File: config.mk
export PLATFORM = sky130hd
export DESIGN_NAME = control_fsm
export DESIGN_NICKNAME = d
export VERILOG_FILES = /design/src/rtl/cpu_pkg.sv /design/src/rtl/cond_eval.sv /design/src/rtl/control_fsm.sv
export SDC_FILE = /design/constraint.sdc
export NUM_CORES = 1
export LEC_CHECK = 0
export ABC_AREA = 1
export BUFFER_PORTS_ARGS = -buffer_cell sky130_fd_sc_hd__clkbuf_2
export CORE_ASPECT_RATIO = 0.5
export CORE_MARGIN = 5
export CORE_UTILIZATION = 50
export CTS_CLUSTER_SIZE = 24
export DETAILED_ROUTE_END_ITERATION = 6
export PLACE_DENSITY_LB_ADDON = 0.08
export SLEW_MARGIN = 20
export SYNTH_ARGS = -nofsm -noshare
export SYNTH_HDL_FRONTEND = slang
export SYNTH_SLANG_ARGS = --single-unit
export TNS_END_PERCENT = 100
File: constraint.sdc
create_clock -name clk -period 2.9 [get_ports clk]
set_clock_uncertainty 0.2 [all_clocks]
set_input_delay 0.145 -clock clk [delete_from_list [all_inputs] [get_ports clk]]
set_output_delay 0.145 -clock clk [all_outputs]
set_load 0.05 [all_outputs]
File: src/rtl/cpu_pkg.sv
// Shared definitions for the 16-bit multicycle core: ALU codes, opcode fields,
// branch conditions, PSR bit positions, controller states and the decode bundle.
package cpu_pkg;

   localparam logic [5:0] ALU_AND  = 6'b000001;
   localparam logic [5:0] ALU_OR   = 6'b000010;
   localparam logic [5:0] ALU_XOR  = 6'b000011;
   localparam logic [5:0] ALU_ADD  = 6'b000101;
   localparam logic [5:0] ALU_ADDU = 6'b000110;
   localparam logic [5:0] ALU_SUB  = 6'b001001;
   localparam logic [5:0] ALU_CMP  = 6'b001011;
   localparam logic [5:0] ALU_MOV  = 6'b001101;
   localparam logic [5:0] ALU_LSH  = 6'b100101;
   localparam logic [5:0] ALU_LUI  = 6'b111111;

   localparam logic [3:0] OP_RTYPE = 4'h0;
   localparam logic [3:0] OP_ANDI  = 4'h1;
   localparam logic [3:0] OP_ORI   = 4'h2;
   localparam logic [3:0] OP_XORI  = 4'h3;
   localparam logic [3:0] OP_MEM   = 4'h4;
   localparam logic [3:0] OP_ADDI  = 4'h5;
   localparam logic [3:0] OP_ADDUI = 4'h6;
   localparam logic [3:0] OP_SHIFT = 4'h8;
   localparam logic [3:0] OP_SUBI  = 4'h9;
   localparam logic [3:0] OP_CMPI  = 4'hB;
   localparam logic [3:0] OP_BCOND = 4'hC;
   localparam logic [3:0] OP_MOVI  = 4'hD;
   localparam logic [3:0] OP_LUI   = 4'hF;

   localparam logic [3:0] EXT_LOAD  = 4'h0;
   localparam logic [3:0] EXT_STOR  = 4'h4;
   localparam logic [3:0] EXT_JCOND = 4'hC;
   localparam logic [3:0] EXT_LSH   = 4'h4;

   localparam logic [3:0] COND_EQ = 4'h0;
   localparam logic [3:0] COND_NE = 4'h1;
   localparam logic [3:0] COND_CS = 4'h2;
   localparam logic [3:0] COND_CC = 4'h3;
   localparam logic [3:0] COND_HI = 4'h4;
   localparam logic [3:0] COND_LS = 4'h5;
   localparam logic [3:0] COND_GT = 4'h6;
   localparam logic [3:0] COND_LE = 4'h7;
   localparam logic [3:0] COND_FS = 4'h8;
   localparam logic [3:0] COND_FC = 4'h9;
   localparam logic [3:0] COND_LO = 4'hA;
   localparam logic [3:0] COND_HS = 4'hB;
   localparam logic [3:0] COND_LT = 4'hC;
   localparam logic [3:0] COND_GE = 4'hD;
   localparam logic [3:0] COND_UC = 4'hE;
   localparam logic [3:0] COND_NV = 4'hF;

   localparam int unsigned PSR_C = 0;
   localparam int unsigned PSR_L = 2;
   localparam int unsigned PSR_F = 5;
   localparam int unsigned PSR_Z = 6;
   localparam int unsigned PSR_N = 7;

   typedef enum logic [2:0] {
      FETCH,
      IR_LOAD,
      DECODE,
      EXEC,
      MEM_WAIT,
      LOAD_WB
   } state_t;

   typedef struct packed {
      logic alu_wr;
      logic cmp;
      logic add_sub;
      logic load;
      logic stor;
      logic bcond;
      logic jcond;
      logic illegal;
   } decode_t;

   // Codes shared by the R-type opext field and the I-type op field.
   function automatic logic is_alu_code(input logic [3:0] code);
      case (code)
         4'h1, 4'h2, 4'h3, 4'h5, 4'h6, 4'h9, 4'hB, 4'hD: is_alu_code = 1'b1;
         default:                                        is_alu_code = 1'b0;
      endcase
   endfunction

endpackage

File: src/rtl/cond_eval.sv
// Branch condition evaluator: tests a 4-bit condition code against the PSR.
module cond_eval
   import cpu_pkg::*;
#(
   parameter int WIDTH = 16
) (
   input  logic [WIDTH-1:0] psr,
   input  logic [3:0]       cond,
   output logic             cond_ok
);

   logic n, z, f, l, c;
   logic unused_psr;

   assign n = psr[PSR_N];
   assign z = psr[PSR_Z];
   assign f = psr[PSR_F];
   assign l = psr[PSR_L];
   assign c = psr[PSR_C];
   assign unused_psr = ^{psr[WIDTH-1:8], psr[4:3], psr[1]};

   always_comb begin
      cond_ok = 1'b0;
      case (cond)
         COND_EQ: cond_ok = z;
         COND_NE: cond_ok = !z;
         COND_CS: cond_ok = c;
         COND_CC: cond_ok = !c;
         COND_HI: cond_ok = l;
         COND_LS: cond_ok = !l;
         COND_GT: cond_ok = n;
         COND_LE: cond_ok = !n;
         COND_FS: cond_ok = f;
         COND_FC: cond_ok = !f;
         COND_LO: cond_ok = !l && !z;
         COND_HS: cond_ok = l || z;
         COND_LT: cond_ok = !n && !z;
         COND_GE: cond_ok = n || z;
         COND_UC: cond_ok = 1'b1;
         default: cond_ok = 1'b0;
      endcase
   end

endmodule

File: src/rtl/control_fsm.sv
// Multicycle instruction controller: sequences fetch/decode/execute/memory steps,
// decodes the IR into ALU controls, owns the PSR and resolves branches.
module control_fsm
   import cpu_pkg::*;
#(
   parameter int WIDTH         = 16,
   parameter int ALU_CONT_BITS = 6
) (
   input  logic                     clk,
   input  logic                     reset,
   input  logic [WIDTH-1:0]         mem_rdata,
   input  logic [WIDTH-1:0]         alu_flags,
   output logic [ALU_CONT_BITS-1:0] alu_cont,
   output logic [3:0]               rdest,
   output logic [3:0]               rsrc,
   output logic [WIDTH-1:0]         imm,
   output logic                     b_sel,
   output logic                     reg_we,
   output logic                     wb_sel,
   output logic                     mem_we,
   output logic                     addr_sel,
   output logic                     pc_en,
   output logic [1:0]               pc_src,
   output logic [WIDTH-1:0]         pc_disp,
   output logic [WIDTH-1:0]         psr,
   output logic                     illegal
);

   state_t           state, state_next;
   logic [WIDTH-1:0] ir;
   decode_t          dec;
   logic [3:0]       op, ext;
   logic             cond_ok;
   logic             unused_flags;

   assign op      = ir[15:12];
   assign ext     = ir[7:4];
   assign rdest   = ir[11:8];
   assign rsrc    = ir[3:0];
   assign pc_disp = {{(WIDTH-8){ir[7]}}, ir[7:0]};
   assign unused_flags = ^{alu_flags[WIDTH-1:8], alu_flags[4:3], alu_flags[1]};

   cond_eval #(.WIDTH(WIDTH)) u_cond_eval (
      .psr     (psr),
      .cond    (ir[11:8]),
      .cond_ok (cond_ok)
   );

   always_comb begin
      dec      = '0;
      alu_cont = '0;
      b_sel    = 1'b0;
      imm      = '0;
      case (op)
         OP_RTYPE: begin
            if (ir == '0) begin
               dec = '0;
            end else if (is_alu_code(ext)) begin
               alu_cont    = {2'b00, ext};
               dec.alu_wr  = (ext != OP_CMPI);
               dec.cmp     = (ext == OP_CMPI);
               dec.add_sub = (ext == OP_ADDI) || (ext == OP_SUBI);
            end else begin
               dec.illegal = 1'b1;
            end
         end
         OP_ANDI, OP_ORI, OP_XORI: begin
            alu_cont   = {2'b00, op};
            b_sel      = 1'b1;
            imm        = {{(WIDTH-8){1'b0}}, ir[7:0]};
            dec.alu_wr = 1'b1;
         end
         OP_ADDI, OP_ADDUI, OP_SUBI, OP_CMPI, OP_MOVI: begin
            alu_cont    = {2'b00, op};
            b_sel       = 1'b1;
            imm         = {{(WIDTH-8){ir[7]}}, ir[7:0]};
            dec.alu_wr  = (op != OP_CMPI);
            dec.cmp     = (op == OP_CMPI);
            dec.add_sub = (op == OP_ADDI) || (op == OP_SUBI);
         end
         OP_SHIFT: begin
            if (ext == EXT_LSH) begin
               alu_cont   = ALU_LSH;
               dec.alu_wr = 1'b1;
            end else if (ext[3:1] == 3'b000) begin
               alu_cont   = ALU_LSH;
               b_sel      = 1'b1;
               imm        = {{(WIDTH-5){ir[4]}}, ir[4:0]};
               dec.alu_wr = 1'b1;
            end else begin
               dec.illegal = 1'b1;
            end
         end
         OP_LUI: begin
            alu_cont   = ALU_LUI;
            b_sel      = 1'b1;
            imm        = {{(WIDTH-8){1'b0}}, ir[7:0]};
            dec.alu_wr = 1'b1;
         end
         OP_MEM: begin
            case (ext)
               EXT_LOAD:  dec.load    = 1'b1;
               EXT_STOR:  dec.stor    = 1'b1;
               EXT_JCOND: dec.jcond   = 1'b1;
               default:   dec.illegal = 1'b1;
            endcase
         end
         OP_BCOND: dec.bcond = 1'b1;
         default:  dec.illegal = 1'b1;
      endcase
   end

   always_ff @(posedge clk or posedge reset) begin
      if (reset) begin
         state <= FETCH;
         ir    <= '0;
         psr   <= '0;
      end else begin
         state <= state_next;
         if (state == IR_LOAD)
            ir <= mem_rdata;
         if (state == EXEC) begin
            if (dec.add_sub) begin
               psr[PSR_C] <= alu_flags[PSR_C];
               psr[PSR_F] <= alu_flags[PSR_F];
            end
            if (dec.cmp) begin
               psr[PSR_N] <= alu_flags[PSR_N];
               psr[PSR_Z] <= alu_flags[PSR_Z];
               psr[PSR_L] <= alu_flags[PSR_L];
            end
         end
      end
   end

   always_comb begin
      state_next = state;
      reg_we     = 1'b0;
      wb_sel     = 1'b0;
      mem_we     = 1'b0;
      addr_sel   = 1'b0;
      pc_en      = 1'b0;
      pc_src     = 2'b00;
      illegal    = 1'b0;
      case (state)
         FETCH:   state_next = IR_LOAD;
         IR_LOAD: begin
            pc_en      = 1'b1;
            state_next = DECODE;
         end
         DECODE:  state_next = dec.load ? MEM_WAIT : EXEC;
         EXEC: begin
            reg_we   = dec.alu_wr;
            mem_we   = dec.stor;
            addr_sel = dec.stor;
            illegal  = dec.illegal;
            if (dec.bcond) begin
               pc_en  = cond_ok;
               pc_src = 2'b01;
            end else if (dec.jcond) begin
               pc_en  = cond_ok;
               pc_src = 2'b10;
            end
            state_next = FETCH;
         end
         MEM_WAIT: begin
            addr_sel   = 1'b1;
            state_next = LOAD_WB;
         end
         LOAD_WB: begin
            reg_we     = 1'b1;
            wb_sel     = 1'b1;
            state_next = FETCH;
         end
         default: state_next = FETCH;
      endcase
   end

endmodule

; Word-level counts from Yosys, hierarchy flattened
; Memory sizes are Yosys's and may differ from the RTL's.
; Index checks and enable logic that the tools add are counted.
[word_totals]
register_bits = 24
mem_bits_ro = 16
inputBits = 34
output_inout_bits = 71
elab_cells = 114
memories = 1
[memory_table]
columns = name, depth, width, rd, rd_ports_with_merged_regs, write_ports, line_no
row1 = (no name shown), 16, 1, 1, 0, 0, cpu_pkg.sv:80  ; case (code)
[classes]
n_eq_ne = 38
n_mux = 44
reduce_logical = 25
[op_table]
columns = cell, count
row1 = $eq 4x4->1 const B, 16
row2 = $pmux 16 s3, 1
row3 = $eq 4x3->1 const B, 9
row4 = $mux 16, 2
row5 = $pmux 6 s4, 1
row6 = $mux 1, 20
row7 = $eq 4x2->1 const B, 4
row8 = $logic_not 16->1, 1
row9 = $pmux 1 s15, 1
row10 = $logic_not 4->1, 3
row11 = $mux 6, 2
row12 = $pmux 3 s4, 1
row13 = $reduce_or 10->1, 1
row14 = $mux 3, 3
row15 = $reduce_or 9->1, 1
row16 = $eq 4x1->1 const B, 2
row17 = $mux 2, 4
row18 = $mux 4, 2
row19 = $ne 4x4->1 const B, 2
row20 = $pmux 1 s2, 4
row21 = $pmux 1 s4, 2
row22 = $reduce_or 8->1, 1
row23 = $eq 3x2->1 const B, 2
row24 = $eq 3x3->1 const B, 2
row25 = 10 further kinds, 20

; Depth between registers and ports, before layout
[depth]
depth_word = 7
ltp_mapped = 11
ltp_nobuf = 11

; By module
; Synthesis repeated with hierarchy kept, for this count alone.
[unflattened]
cells_unflattened = 310
hier_area_um2 = 2058.2
[modules_own_cells]
columns = module, n_inst, cells_per_inst, area_per_inst_um2, seq_area_each_um2
row1 = control_fsm, 1, 252, 1824.2, 600.6
row2 = cond_eval, 1, 58, 234.0, 0.0

; Least setup slack after synthesis
; Ideal clock, no wire load.
[synth_path]
path_kind = flip-flop to output port
startpoint = register ir[5]
endpoint = output addr_sel
arrival_ps = 2082
slack_ps = 473
stages_incl_launch_ff = 5
path_buffers = 0
cell_sequence = dfrtp_1 > inv_1 > ha_1 > nand3_1 > o31ai_1
[synth_between]
elab_chain_cells = 4
[synth_rtl]
columns = item, line_no
row1 = start: declaration, control_fsm.sv:30  ; logic [WIDTH-1:0] ir;
row2 = start signal: assignment, control_fsm.sv:121  ; ir <= mem_rdata;
row3 = $eq 4x3->1, control_fsm.sv:101  ; case (ext)
row4 = $mux 1, control_fsm.sv:101
row5 = $mux 2, n/a
row6 = $pmux 1 s2, control_fsm.sv:145  ; case (state)
row7 = end: declaration, control_fsm.sv:21  ; output logic addr_sel,
; No other way between the ends.

; Final worst setup path
[layout_path]
startpoint = register ir[7]
endpoint = output imm[14]
[layout_between]
elab_chain_cells = 4
[layout_rtl]
columns = item, line_no
row1 = $logic_not 3->1, control_fsm.sv:85  ; end else if (ext[3:1] == 3'b000) begin
row2 = $mux 16, control_fsm.sv:85
row3 = $mux 16, control_fsm.sv:82  ; if (ext == EXT_LSH) begin
row4 = $pmux 16 s3 *, control_fsm.sv:54  ; case (op)
row5 = end: declaration, control_fsm.sv:16  ; output logic [WIDTH-1:0] imm,
; Mark *: on every way between the ends. The rest lies on a longest branch, timed or not.

==> results_dict.tcl <==
set metrics [dict create \
    status "complete, no violations" \
    fin_crit_ns 2.51 \
    grt_max_degree 34 \
    endpoint_kind "output port" \
    place_hpwl_um 4100 \
    grt_pass1_wl_um 8890 \
    nets 416 \
    met3_wirelength_um 341 \
    synthMuxAreaShare 0 \
    synth-edff-count 0 \
    critical_path_required_ns 2.56 \
    die_w_um 102 \
    num_vias 2093 \
    synthAdderAreaFrac 0.0176 \
    period_share 0.867 \
    whs_path_depth 1 \
    dr.first_iter.drc_count 55 \
    clock-sinks 24 \
    synthDistinctLibCells 35 \
    port-buffer-count 82 \
    cts_resized 0 \
    place_congestion 0.894 \
    holdWs_ns 0.313 \
    r2r_end "psr[7]" \
    final-max-slew-violation-count 0 \
    drc_errors 0 \
    ys_ff_latch 24 \
    critPathKind "flop to output port" \
    area_delta_synth_final_pct 21.6 \
    root_buffer "clkbuf_8" \
    layout-drive-gt1-share 0.323 \
    ys.flop_type "dfrtp_1" \
    die_y_um 56.2 \
    fmax_ghz 0.398 \
    synthArstFlopShare 1.00 \
    yosys_warnings 11 \
    r2r_setup_slack_ns 0.98 \
    worstPathArrival_ns 2.17 \
    drt.antenna.violating_nets 0 \
    vias_per_cell 4.84 \
    hold_class "flop to flop" \
    synth_simple_gate_area_frac 0.392 \
    cts_htree_levels 1 \
    avgSynthCellArea_um2 6.93 \
    grt_pass1_vias 1932 \
    hp-start "state[1]" \
    maxUsedRoutingLayer "met4" \
    core_mm2 0.00400 \
    rows 16 \
    crit_path_cell_trace "nor2_2 > nand2_1 > nor2_1 > nand2_1 > nand2_1 > clkbuf_2" \
    synth_compound_area_frac 0.0814 \
    grt.overflow.total 0 \
    final_hold_viol_count 0 \
    synth_seq_area_share 0.281 \
    path_clk_slew_ns 0.09 \
    cts_hold_buf 22 \
    crit_top_cell "nand2_1" \
    r2r_cells 9 \
    setup_viol 0 \
    tightest_slew_ns 0.909 \
    die_area_mm2 0.00576 \
    rsz0062_at_grt "no" \
    antenna_cells 0 \
    max-cap-violations 0 \
    slowest_delay_ns 0.61 \
    synth_xor_area_frac 0 \
    wl_met2_um 2610 \
    min_to "state[0]" \
    reg2reg_from "ir[7]" \
    ios 105 \
    netlist_instances 308 \
    wirelength_met1_um 2380 \
    synth_top_family_by_area "simple AND/OR/NAND/NOR gates" \
    track_usage 0.189 \
    antenna_found_initial 0 \
    syn-cell-area_mm2 0.00214 \
    clock_path_buffers 2 \
    wirelength_um 5370 \
    cts_setup_buffers 0 \
    numCtsBuffers 3 \
    wl_per_cell_um 12.4 \
    final_util 0.649 \
    firstDrtPassIters 4 \
    cts_tree "yes" \
    initial_utilization 0.533 \
    crit_fanout 19 \
    clk_latency_ns 0.27 \
    slowest_stage "dfrtp_1" \
    setup_tns_ns 0 \
    relSlewSlack 0.393 \
    crit_path_start_kind "flop" \
]
layout by cell type, fill, tap and decap left out, drive strengths merged, types with 2 or more instances in the layout:
master / count
nand3b: 4
a21oi: 20
nor3: 3
dfrtp: 24
ha: 3
buf: 2
conb: 11
nand3: 35
dlygate4sd3: 22
nand2: 69
clkbuf: 85
nand4: 3
inv: 32
nor2: 48
o21ai: 9
cells in the mapped netlist (2+ instances only):
cell type  number  area share
a21oi_1        20       0.047
buf_2           6       0.014
buf_4          42        0.15
dfrtp_1        24        0.28
ha_1            3       0.018
inv_1          20       0.035
inv_2          11       0.019
nand2_1        61        0.11
nand2_2         6       0.018
nand2_4         2       0.011
nand3_1        32       0.075
nand3_2         3       0.014
nand3b_1        3       0.011
nand4_1         2      0.0059
nor2_1         41       0.072
nor2_2          3      0.0088
nor2_4          2       0.011
nor2_8          2       0.019
nor3_1          2      0.0047
o21ai_0         5       0.012
o21ai_1         4      0.0094
how the worst max path moves through the flow:
stage / slack [ns] / start / end
detailed placement: 0.67 / ir[7] / imm[14]
CTS: 0.36 / ir[7] / imm[14]
global placement: 0.73 / ir[7] / imm[9]
floorplan: 0.47 / ir[5] / addr_sel
global route: 0.15 / ir[7] / imm[14]
finish: 0.39 / ir[7] / imm[14]
sequential cells by signal (all words and copies together) (netlist names):
signal and count:
ir 16, psr 5, state 3
logic make-up (layout without fill, tap and decap cells):
logic type,count (synthesis),after routing
adders and majority gates,3,3
buffers and inverters,82,142
other,1,11
DFF,24,24
AOI/OAI and AO/OA,33,33
and+or+nand+nor,165,165
critical path, delay by kind of cell (launching register included):
kind,cells,cell delay (ns)
simple gates,5,0.97
buf+inv,1,0.33
flops,1,0.61
through the flow:
| step | std cells | setup slack [ns] | area, um^2 |
|---|---|---|---|
| global route | 432 | 0.147 | 2600 |
| finish | 432 | 0.387 | 2600 |
| global placement | 406 | 0.725 | 2310 |
| CTS | 432 | 0.360 | 2600 |
| detailed placement | 406 | 0.673 | 2310 |
| floorplan | 318 | 0.473 | 2170 |
metal layers:
metal / vias up / track usage
met3: 6 / 0.0513
met2: 65 / 0.321
li1: 1073 / -
met1: 949 / 0.244
met5: - / 0
met4: 0 / 0.0280
cell type report:
cell class / count / area (um^2)
timing repair buffer: 106 / 646
multi-input combinational: 212 / 1090
inverter: 32 / 123
clock buffer: 3 / 41.3
sequential: 24 / 601
tap: 54 / 67.6
clock inverter: 1 / 30.0
fill: 382 / 1410
Power is not shown: default switching activity piles up to over one toggle a cycle in this logic, so the estimate is an artifact.
